<file path="config.mk">
export PLATFORM = sky130hd
export DESIGN_NAME = regfile_port_arbiter
export DESIGN_NICKNAME = d
export VERILOG_FILES = /design/src/rtl/regfile_arb_pkg.sv /design/src/rtl/regfile_port_arbiter_rr_pick2.sv /design/src/rtl/regfile_port_arbiter.sv
export SDC_FILE = /design/constraint.sdc
export NUM_CORES = 1
export LEC_CHECK = 0
export CORE_ASPECT_RATIO = 0.5
export CORE_MARGIN = 2
export CORE_UTILIZATION = 41
export DETAILED_ROUTE_END_ITERATION = 7
export PLACE_DENSITY = 0.81
export SETUP_SLACK_MARGIN = 0.4
export SLEW_MARGIN = 20
export SYNTH_ARGS = -nofsm -noshare
export SYNTH_HDL_FRONTEND = slang
export SYNTH_HIERARCHICAL = 1
export SYNTH_SLANG_ARGS = --single-unit
</file>
<file path="constraint.sdc">
create_clock -name clk -period 2 [get_ports clk]
set_clock_uncertainty 0.05 [all_clocks]
set_input_delay 0.4 -clock clk [delete_from_list [all_inputs] [get_ports clk]]
set_output_delay 0.4 -clock clk [all_outputs]
set_load 0.1 [all_outputs]
</file>
<file path="src/rtl/regfile_arb_pkg.sv">
// Shared types for the register-file port arbiter:
// FSM states, requester indices and the latched transaction.
package regfile_arb_pkg;

  typedef enum logic [1:0] {
    IDLE    = 2'd0,
    ACCESS  = 2'd1,
    CAPTURE = 2'd2
  } state_t;

  localparam logic REQ_CU = 1'b0;
  localparam logic REQ_LD = 1'b1;

  localparam int unsigned ARB_MAX_W = 32;

  // Widest supported command; ports are zero-extended into it
  typedef struct packed {
    logic                 we;
    logic [ARB_MAX_W-1:0] addr;
    logic [ARB_MAX_W-1:0] wdata;
  } txn_t;

endpackage

</file>
<file path="src/rtl/regfile_port_arbiter_rr_pick2.sv">
// Two-input round-robin picker: on a tie the requester
// that did not win last time is chosen.
module rr_pick2
  import regfile_arb_pkg::*;
(
  input  logic [1:0] i_req,
  input  logic       i_last,
  output logic       o_idx,
  output logic       o_any
);

  always_comb begin
    o_idx = REQ_CU;
    unique case (1'b1)
      (i_req[0] & i_req[1]):  o_idx = ~i_last;
      (i_req[1] & ~i_req[0]): o_idx = REQ_LD;
      default:                o_idx = REQ_CU;
    endcase
  end

  assign o_any = |i_req;

endmodule

</file>
<file path="src/rtl/regfile_port_arbiter.sv">
// Sequencer sharing the single-ported register file between the
// control unit and the loader/debug port, one transaction at a time.
module regfile_port_arbiter
  import regfile_arb_pkg::*;
#(
  parameter int unsigned ADDR_W   = 8,
  parameter int unsigned DATA_W   = 8,
  parameter int unsigned NUM_REGS = 16
) (
  input  logic              clk,
  input  logic              rst_n,
  input  logic              cu_req,
  input  logic              cu_we,
  input  logic [ADDR_W-1:0] cu_addr,
  input  logic [DATA_W-1:0] cu_wdata,
  output logic              cu_gnt,
  output logic [DATA_W-1:0] cu_rdata,
  output logic              cu_rvalid,
  input  logic              ld_req,
  input  logic              ld_we,
  input  logic [ADDR_W-1:0] ld_addr,
  input  logic [DATA_W-1:0] ld_wdata,
  output logic              ld_gnt,
  output logic [DATA_W-1:0] ld_rdata,
  output logic              ld_rvalid,
  output logic              rf_we,
  output logic              rf_re,
  output logic [ADDR_W-1:0] rf_addr,
  output logic [DATA_W-1:0] rf_wdata,
  input  logic [DATA_W-1:0] rf_rdata,
  output logic              busy,
  output logic              addr_err
);

  state_t r_state;
  txn_t   r_cmd;
  txn_t   w_win;
  logic   r_last;
  logic   r_idx;
  logic   r_inrange;

  logic   r_cu_gnt;
  logic   r_ld_gnt;
  logic   r_cu_rvalid;
  logic   r_ld_rvalid;
  logic   r_rf_we;
  logic   r_rf_re;
  logic   r_addr_err;

  logic [DATA_W-1:0] r_cu_rdata;
  logic [DATA_W-1:0] r_ld_rdata;

  logic              w_idx;
  logic              w_any;
  logic              w_inrange;
  logic [DATA_W-1:0] w_cap;
  logic              w_unused;

  rr_pick2 u_pick (
    .i_req  ({ld_req, cu_req}),
    .i_last (r_last),
    .o_idx  (w_idx),
    .o_any  (w_any)
  );

  always_comb begin
    w_win = '0;
    if (w_idx == REQ_LD) begin
      w_win.we    = ld_we;
      w_win.addr  = ARB_MAX_W'(ld_addr);
      w_win.wdata = ARB_MAX_W'(ld_wdata);
    end else begin
      w_win.we    = cu_we;
      w_win.addr  = ARB_MAX_W'(cu_addr);
      w_win.wdata = ARB_MAX_W'(cu_wdata);
    end
  end

  assign w_inrange =
    (w_win.addr < ARB_MAX_W'(NUM_REGS));

  // Out-of-range reads complete with zero data
  assign w_cap = r_inrange ? rf_rdata : '0;

  always_ff @(posedge clk or negedge rst_n) begin
    if (!rst_n) begin
      r_state     <= IDLE;
      r_cmd       <= '0;
      r_last      <= REQ_LD;
      r_idx       <= REQ_CU;
      r_inrange   <= 1'b0;
      r_cu_gnt    <= 1'b0;
      r_ld_gnt    <= 1'b0;
      r_cu_rvalid <= 1'b0;
      r_ld_rvalid <= 1'b0;
      r_rf_we     <= 1'b0;
      r_rf_re     <= 1'b0;
      r_addr_err  <= 1'b0;
      r_cu_rdata  <= '0;
      r_ld_rdata  <= '0;
    end else begin
      r_cu_gnt    <= 1'b0;
      r_ld_gnt    <= 1'b0;
      r_cu_rvalid <= 1'b0;
      r_ld_rvalid <= 1'b0;
      r_rf_we     <= 1'b0;
      r_rf_re     <= 1'b0;
      r_addr_err  <= 1'b0;
      unique case (r_state)
        IDLE: begin
          if (w_any) begin
            r_cmd      <= w_win;
            r_idx      <= w_idx;
            r_last     <= w_idx;
            r_inrange  <= w_inrange;
            r_cu_gnt   <= (w_idx == REQ_CU);
            r_ld_gnt   <= (w_idx == REQ_LD);
            r_rf_we    <= w_inrange & w_win.we;
            r_rf_re    <= w_inrange & ~w_win.we;
            r_addr_err <= ~w_inrange;
            r_state    <= ACCESS;
          end
        end
        ACCESS: begin
          r_state <= r_cmd.we ? IDLE : CAPTURE;
        end
        CAPTURE: begin
          if (r_idx == REQ_LD) begin
            r_ld_rdata  <= w_cap;
            r_ld_rvalid <= 1'b1;
          end else begin
            r_cu_rdata  <= w_cap;
            r_cu_rvalid <= 1'b1;
          end
          r_state <= IDLE;
        end
        default: r_state <= IDLE;
      endcase
    end
  end

  assign w_unused  = ^{r_cmd.addr, r_cmd.wdata};

  assign cu_gnt    = r_cu_gnt;
  assign ld_gnt    = r_ld_gnt;
  assign cu_rvalid = r_cu_rvalid;
  assign ld_rvalid = r_ld_rvalid;
  assign cu_rdata  = r_cu_rdata;
  assign ld_rdata  = r_ld_rdata;
  assign rf_we     = r_rf_we;
  assign rf_re     = r_rf_re;
  assign rf_addr   = r_cmd.addr[ADDR_W-1:0];
  assign rf_wdata  = r_cmd.wdata[DATA_W-1:0];
  assign addr_err  = r_addr_err;
  assign busy      = (r_state != IDLE);

endmodule
</file>
==> summary.txt, run 1 <==
Syn nets - 231
Antenna viol nets, final - 0
CP max stage delay - 0.57 ns
Hpwl dp - 3217 um
FF-to-FF setup slack - 0.29 ns
Synthesized cell area - 0.001932 mm^2
Hold path endpoint - r_state[1]
Vias/cell - 4.707
Worst slew margin - 62.75%
Hold_sp - r_cmd[64]
Worst path bufs/invs - 1
Critical-path top delay cell - dfstp_2
Yosys reg bits - 45
Fill count - 368
Global-route usage over all layers - 17.25%
Die area - 0.005310 mm^2
Root buf cell - clkbuf_8
Final setup vio count - 0
IO Count - 86
Synth Instances - 185
Crit. path cell count - 5
Critical path peak fanout - 4
Crit path kind - reg -> reg
CTS Buf Count - 5
Initial DRC count - 33
Hold_ws - 0.3881 ns
FFs w/ async S/R, synth - 100.0%
Yosys Warn Count - 6
Worst R2R Start - r_last
Initial Utilization - 43.25%
Pin count of the biggest net entering global routing - 39
Post-synth EDFFs - 0
Sink Count - 45
Share of cells above drive strength 1 - 25.38%
CTS H-Tree Depth - 2
Period utilization - 85.68%
Final min period - 1.714 ns
Critical Path AT - 1.86 ns
Unrepaired setup endpoints after global routing - yes
Final max-slew violation count - 0
Reg clk slew, reported paths - 0.09 ns
Worst endpoint required time - 2.14 ns
Final #Nets - 305
Worst-path cell chain - a21boi_4 > buf_6 > or4_4 > o22a_4 > and2_1
Syn avg cell area - 10.44 um^2
First-pass GRT wire length - 6927 um
Area Growth Syn to Fin - 44.17%
Reg2Reg Capture Point - addr_err
Die W - 101.1 um
CORE AREA - 0.004467 mm^2
Vias in the first global route - 1499
Hold WC Path Type - reg -> reg
Number of max-cap violations - 0
Remaining DRCs - 0
Final hold vios - 0
R2R cell count - 5
Port Buffers - 85
Seq/Total Area, Yosys - 58.35%
Pre-Repair DR Iteration Count - 4
Top_reg_cell synth - dfrtp_1
CTS tree - yes
Via Count - 1492
Outcome - complete, no violations
Antenna diode count - 0
CP startpoint kind - register
Drt total wl - 4262 um
Die height - 52.54 um
Remaining Overflow, GRT - 0
Worst slew pin tran - 0.5571 ns
Cell depth of the worst min-delay path - 1
Clock Path Buffers - 2
F_max - 583.6 MHz
Clk_lat worst skew - 0.30 ns
Rows - 17
Final GP Congestion - 0.7422
Crit-path leading delay family - flip-flops
CP endpoint kind - register
Avg WL per Cell - 13.44 um
Cell variety after synth - 27
Number of antenna violations at the first check in global routing - 0
-- registers in the layout (all words and copies together) (netlist names) --
register   flops
cu_rdata       8
ld_rdata       8
rf_addr        8
rf_wdata       8
r_state        2
addr_err       1
cu_gnt         1
cu_rvalid      1
ld_gnt         1
ld_rvalid      1
r_cmd          1
r_idx          1
r_inrange      1
r_last         1
rf_re          1
rf_we          1
-- synth_stat cells (6+ instances only) --
cell     count  area share (%)
nor2_1      20             3.9
a21oi_1     16             4.1
mux2i_1     17             8.8
nand2_1     26             5.1
o21ai_0      7             1.8
buf_4       17             6.6
buf_2        6             1.6
dfrtp_1     44              57
o21ai_1      9             2.3
-- final cells by class --
cell class / count / area [um^2] / share of cell area, %
Timing Repair Buffer: 93 / 834.6 / 29.96
Clock buffer: 5 / 68.82 / 2.471
Clock inverter: 3 / 21.27 / 0.7637
Tap cell: 57 / 71.32 / 2.561
Inverter: 4 / 15.01 / 0.5391
Sequential cell: 45 / 1127 / 40.48
Multi-Input combinational cell: 110 / 646.9 / 23.23
-- logic make-up (layout without fill, tap and decap cells) --
group,after synthesis,count (layout),synth area share [%]
DFF,45,45,58.36
muxes,17,17,8.808
and+or+nand+nor,55,55,12.57
buffers and inverters,30,105,9.521
AOI/OAI and AO/OA,38,38,10.75
-- how the worst max path moves through the flow --
stage,from,endpoint
2_1_floorplan,ld_req,addr_err
3_3_place_gp,ld_req,addr_err
3_5_place_dp,ld_req,addr_err
4_1_cts,r_last,addr_err
5_1_grt,r_last,rf_we
6_report,r_last,addr_err
-- cells in the final DEF, fill, tap and decap left out, types with 2 or more instances in the layout --
master,n
dfrtp_1,44
buf_4,44
clkdlybuf4s50_1,42
nand2_1,26
nor2_1,19
mux2i_1,17
a21oi_1,16
o21ai_1,9
o21ai_0,7
clkbuf_8,5
inv_2,3
and2_1,2
a21o_1,2
dlygate4sd2_1,2
buf_12,2
-- timing repair --
| item | CTS | global route |
|---|---|---|
| pin swaps | 6 | 3 |
| buffers inserted | 1 | 0 |
| hold buffers | 1 | 0 |
| endpoints found under the hold margin | 12 | 0 |
| endpoints found under the setup margin | 8 | 6 |
| gates resized for setup | 5 | 4 |
-- per-layer routing --
metal	global-route usage (%)	wire (um)	vias up
met1	20.29	1834	706
met3	4.667	182	4
met5	0	0	-
li1	-	-	745
met2	31.46	2210	37
met4	4.955	35	0
-- metrics by stage --
step	util (%)	setup TNS [ns]	std cells	setup slack (ns)	area, um^2
after global routing	62.35	0	317	0.2398	2785
after global placement	59.41	-0.3551	307	-0.1260	2654
after detailed placement	59.41	-0.5322	307	-0.1493	2654
after floorplan	-	0	185	0.4428	1932
final	62.35	0	317	0.2865	2785
after CTS	62.07	0	317	0.2968	2773
Power of run 1 is left out: the tool's default activity adds up to more than one toggle a clock period on the data nets, which glitch-free logic cannot reach.
==> run 2: changes to the inputs <==
--- a/config.mk
+++ b/config.mk
@@ -6,8 +6,9 @@
 export NUM_CORES = 1
 export LEC_CHECK = 0
 export CORE_ASPECT_RATIO = 0.5
-export CORE_MARGIN = 2
+export CORE_MARGIN = 5
 export CORE_UTILIZATION = 41
+export CTS_CLUSTER_DIAMETER = 40
 export DETAILED_ROUTE_END_ITERATION = 7
 export PLACE_DENSITY = 0.81
 export SETUP_SLACK_MARGIN = 0.4
==> summary.txt, run 2 (synthesis results as in run 1) <==
Sink Count - 45 (unchanged)
CTS Buf Count - 5 (unchanged)
CP endpoint kind - register
Worst slew pin tran - 0.5614 ns (+0.004250 ns)
Final setup vio count - 0 (unchanged)
Placed instance area - 0.002649 mm^2 (-0.19%)
Drt total wl - 4455 um (+4.5%)
Root buf cell - clkbuf_8
Crit-path leading delay family - simple AND/OR/NAND/NOR gates
Critical path peak fanout - 4 (unchanged)
Via Count - 1511 (+1.3%)
Avg WL per Cell - 14.01 um (+4.2%)
Hpwl dp - 3394 um (+5.5%)
Post-route setup slack - 0.2815 ns (-0.005001 ns)
CTS H-Tree Depth - 2 (unchanged)
Antenna viol nets, final - 0 (unchanged)
Vias/cell - 4.752 (+0.95%)
Initial DRC count - 49 (+48%)
Post-route cell area - 0.002784 mm^2 (about the same)
Initial Utilization - 43.25% (unchanged)
Clk_lat worst skew - 0.29 ns (about the same)
Hold_ws - 0.4133 ns (+0.02517 ns)
Most frequent cells in the layout - 46 x buf_4, 44 x dfrtp_1, 42 x clkdlybuf4s50_1
Reg clk slew, reported paths - 0.08 ns (about the same)
Final min period - 1.719 ns (+0.005001 ns)
First-pass GRT wire length - 7341 um (+6.0%)
Antenna diode count - 0 (unchanged)
Die area - 0.006268 mm^2 (+18%)
Clock Path Buffers - 2 (unchanged)
Outcome - complete, no violations
Worst endpoint required time - 2.14 ns (about the same)
Area Growth Syn to Fin - 44.11% (about the same)
Worst-path cell chain - clkdlybuf4s50_1 > or4b_1 > o22a_4 > and2_1
Commonest non-fill, non-tap cell in the layout - buf_4
Die height - 58.54 um (+11%)
Final hold vios - 0 (unchanged)
Fill count - 367 (-0.27%)
CP startpoint kind - input pin
Global-route usage over all layers - 14.90% (-2.3 points)
Pin count of the biggest net entering global routing - 39 (unchanged)
CP max stage delay - 0.58 ns (about the same)
Die W - 107.1 um (+5.9%)
Critical-path top delay cell - or4b_1
Period utilization - 85.93% (+0.25 points)
Hold WC Path Type - reg -> reg
CORE AREA - 0.004467 mm^2 (unchanged)
Vias in the first global route - 1543 (+2.9%)
Critical Path AT - 1.86 ns (about the same)
Worst slew margin - 62.46% (-0.28 points)
Crit path kind - in -> reg
Number of antenna violations at the first check in global routing - 0 (unchanged)
IO Count - 86 (unchanged)
Remaining DRCs - 0 (unchanged)
Number of max-cap violations - 0 (unchanged)
Pre-Repair DR Iteration Count - 4 (unchanged)
Remaining Overflow, GRT - 0 (unchanged)
Placement Setup Slack - -0.1409 ns (+0.008404 ns)
Share of cells above drive strength 1 - 24.90% (-0.48 points)
Final max-slew violation count - 0 (unchanged)
F_max - 581.9 MHz (-0.29%)
Fin Setup TNS - 0 ns (unchanged)
Rows - 17 (unchanged)
CTS tree - yes
Worst path bufs/invs - 1 (unchanged)
Final #Nets - 306 (+0.33%)
Final GP Congestion - 0.7211 (-2.8%)
Port Buffers - 85 (unchanged)
Unrepaired setup endpoints after global routing - yes
run 2: cell types whose count changed in the layout (fill, tap and decap cells not counted), sizes merged:
cell    previous run  this run
inv                5         4
clkbuf             5         7
buf               48        49
clkinv             1         0
run 2: metrics by stage:
stage / util, % / cells
after global routing: 62.32 / 318
after CTS: 62.27 / 318
after global placement: 59.30 / 308
after detailed placement: 59.30 / 308
after floorplan: - / 185
final: 62.32 / 318
run 2: repair_timing:
action                                  4_1_cts  5_1_grt
hold endpoints to repair                      7        0
setup buffers                                 1        0
endpoints found under the setup margin        7        5
pin swaps                                     6        1
gates resized for setup                       6        1
hold buffers                                  1        0
run 2: layout make-up:
class                      instances  area, um^2  area share (%)
tap                               57       71.32           2.562
clock buffer                       7       86.33           3.101
multi-input combinational        110       646.9           23.24
inverter                           4       15.01          0.5393
clock inverter                     1       7.507          0.2697
timing repair buffer              94       829.5           29.80
sequential                        45        1127           40.49
run 2: worst reg2reg max path: stages (launching register included):
cell,delay [ns]
dfstp_2,0.57
a21boi_4,0.07
buf_6,0.12
or4_4,0.43
o22a_4,0.22
and2_1,0.15
run 2: layer usage:
layer / wire length [um] / share of wire, % / vias to the layer above / GRT usage (%)
li1: - / - / 748 / -
met1: 1805 / 41 / 715 / 17.08
met2: 2372 / 53 / 41 / 27.73
met3: 224 / 5.0 / 7 / 4.053
met4: 54 / 1.2 / 0 / 4.372
met5: 0 / 0 / - / 0
run 2: worst paths after layout:
kind / slack [ns] / cells after the start / to / startpoint
min in group asynchronous: 0.42 / 2 / rf_addr[1] / rst_n
max: 0.28 / 4 / addr_err / ld_addr[6]
min: 0.41 / 1 / r_state[1] / r_cmd[64]
min reg2reg: 0.41 / 1 / r_state[1] / r_cmd[64]
max reg2reg: 0.29 / 5 / addr_err / r_last
max in group asynchronous: 0.76 / 3 / r_last / rst_n
Power of run 2 is left out for the same reason.
==> run 3: changes to the inputs <==
--- a/config.mk
+++ b/config.mk
@@ -11,6 +11,7 @@
 export CTS_CLUSTER_DIAMETER = 40
 export DETAILED_ROUTE_END_ITERATION = 7
 export PLACE_DENSITY = 0.81
+export RECOVER_POWER = 50
 export SETUP_SLACK_MARGIN = 0.4
 export SLEW_MARGIN = 20
 export SYNTH_ARGS = -nofsm -noshare
==> summary.txt, run 3 (synthesis results as in run 1) <==
FF-to-FF setup slack - 0.26 ns (-0.03 ns)
Antenna viol nets, final - 0 (unchanged)
Number of max-cap violations - 0 (unchanged)
Met3 WL - 212 um (-5.4%)
Pin count of the biggest net entering global routing - 39 (unchanged)
Root buf cell - clkbuf_8
Die W - 107.1 um (unchanged)
Worst-path cell chain - a21boi_4 > buf_6 > or4_4 > o22a_4 > and2_1
Worst slew margin - 62.44% (about the same)
Initial DRC count - 36 (-27%)
Reg clk slew, reported paths - 0.08 ns (about the same)
CP max stage delay - 0.58 ns (about the same)
Final min period - 1.736 ns (+0.01716 ns)
Remaining Overflow, GRT - 0 (unchanged)
Sink Count - 45 (unchanged)
CP endpoint kind - register
Clk_lat worst skew - 0.29 ns (about the same)
R2R cell count - 5 (unchanged)
Via Count - 1502 (-0.60%)
Final max-slew violation count - 0 (unchanged)
Critical path peak fanout - 4 (unchanged)
CTS H-Tree Depth - 2 (unchanged)
Worst R2R Start - r_last
Remaining DRCs - 0 (unchanged)
Period utilization - 86.79% (+0.86 points)
CP startpoint kind - register
Top Metal Used - met4
Critical Path AT - 1.87 ns (about the same)
IO Count - 86 (unchanged)
Post-route cell area - 0.002760 mm^2 (-0.85%)
DR WL met2 - 2383 um (+0.46%)
Final setup vio count - 0 (unchanged)
Vias in the first global route - 1543 (unchanged)
Routed met1 length - 1822 um (+0.94%)
Placed instance area - 0.002649 mm^2 (unchanged)
Global-route usage over all layers - 14.90% (unchanged)
Vias/cell - 4.723 (-0.60%)
Unrepaired setup endpoints after global routing - yes
Hpwl dp - 3394 um (unchanged)
Reg2Reg Capture Point - addr_err
Final #Nets - 306 (unchanged)
F_max - 576.1 MHz (-0.99%)
Critical-path top delay cell - dfstp_1
Clock Path Buffers - 2 (unchanged)
Avg WL per Cell - 14.02 um (about the same)
Final GP Congestion - 0.7211 (unchanged)
Hold WC Path Type - reg -> reg
Port Buffers - 85 (unchanged)
Worst slew pin tran - 0.5617 ns (+0.0003360 ns)
Die height - 58.54 um (unchanged)
CTS tree - yes
Pre-Repair DR Iteration Count - 6 (+2)
Commonest non-fill, non-tap cell in the layout - dfrtp_1
Share of cells above drive strength 1 - 23.37% (-1.5 points)
Area Growth Syn to Fin - 42.88%
Final hold vios - 0 (unchanged)
Worst setup path end - addr_err
First-pass GRT wire length - 7341 um (unchanged)
Worst endpoint required time - 2.14 ns (about the same)
CTS Buf Count - 5 (unchanged)
Drt total wl - 4459 um (about the same)
Number of antenna violations at the first check in global routing - 0 (unchanged)
Crit path kind - reg -> reg
CORE AREA - 0.004467 mm^2 (unchanged)
Fill count - 375 (+2.2%)
Die area - 0.006268 mm^2 (unchanged)
Register Area - 0.001127 mm^2 (unchanged)
Multi-input gate area - 646.9 um^2 (unchanged)
Initial Utilization - 43.25% (unchanged)
Outcome - complete, no violations
Worst setup path startpoint - r_last
Most frequent cells in the layout - 44 x dfrtp_1, 42 x clkdlybuf4s50_1, 36 x buf_4
Antenna diode count - 0 (unchanged)
Rows - 17 (unchanged)
run 3: layer usage:
metal  track usage, %  up-vias
li1                 -      744
met1            17.08      717
met2            27.73       36
met3            4.053        5
met4            4.372        0
met5                0        -
run 3: cell type report:
| class | instances | share of cell area, % |
|---|---|---|
| Sequential cell | 45 | 40.84 |
| Inverter | 4 | 0.5440 |
| Multi-Input combinational cell | 110 | 23.44 |
| Clock buffer | 7 | 3.128 |
| Clock inverter | 1 | 0.2720 |
| Timing Repair Buffer | 94 | 29.19 |
| Tap cell | 57 | 2.584 |
run 3: worst min-delay path by stage:
stage                          from         end  slack, ns  cells past startpoint
after CTS                     rst_n  rf_addr[1]       0.41                      2
after floorplan               rst_n    addr_err       0.05                      0
after global routing      r_cmd[64]  r_state[1]       0.44                      1
after detailed placement      rst_n  rf_addr[1]       0.20                      1
final                     r_cmd[64]  r_state[1]       0.41                      1
after global placement        rst_n  rf_addr[1]       0.19                      1
run 3: through the flow:
step	utilization (%)	setup slack, ns	cells	setup TNS (ns)	hold WS, ns
2_1_floorplan	-	0.4428	185	0	0.05441
3_3_place_gp	59.30	-0.1124	308	-0.2707	0.1948
3_5_place_dp	59.30	-0.1409	308	-0.4635	0.1976
4_1_cts	62.27	0.3084	318	0	0.4089
5_1_grt	61.79	0.2234	318	0	0.4358
6_report	61.79	0.2643	318	0	0.4106
run 3: repair_timing:
item	CTS	global route
buffers inserted	1	0
endpoints found under the hold margin	7	0
cloned	0	0
pin swaps	6	1
gates resized for setup	6	1
hold buffers	1	0
endpoints found under the setup margin	7	5
run 3: critical path, delay by kind of cell, from the launching register on:
family / cells / cell delay, ns
flops: 1 / 0.58
buf+inv: 1 / 0.12
simple gates: 2 / 0.57
compound gates: 2 / 0.30
Power of run 3 is left out for the same reason.
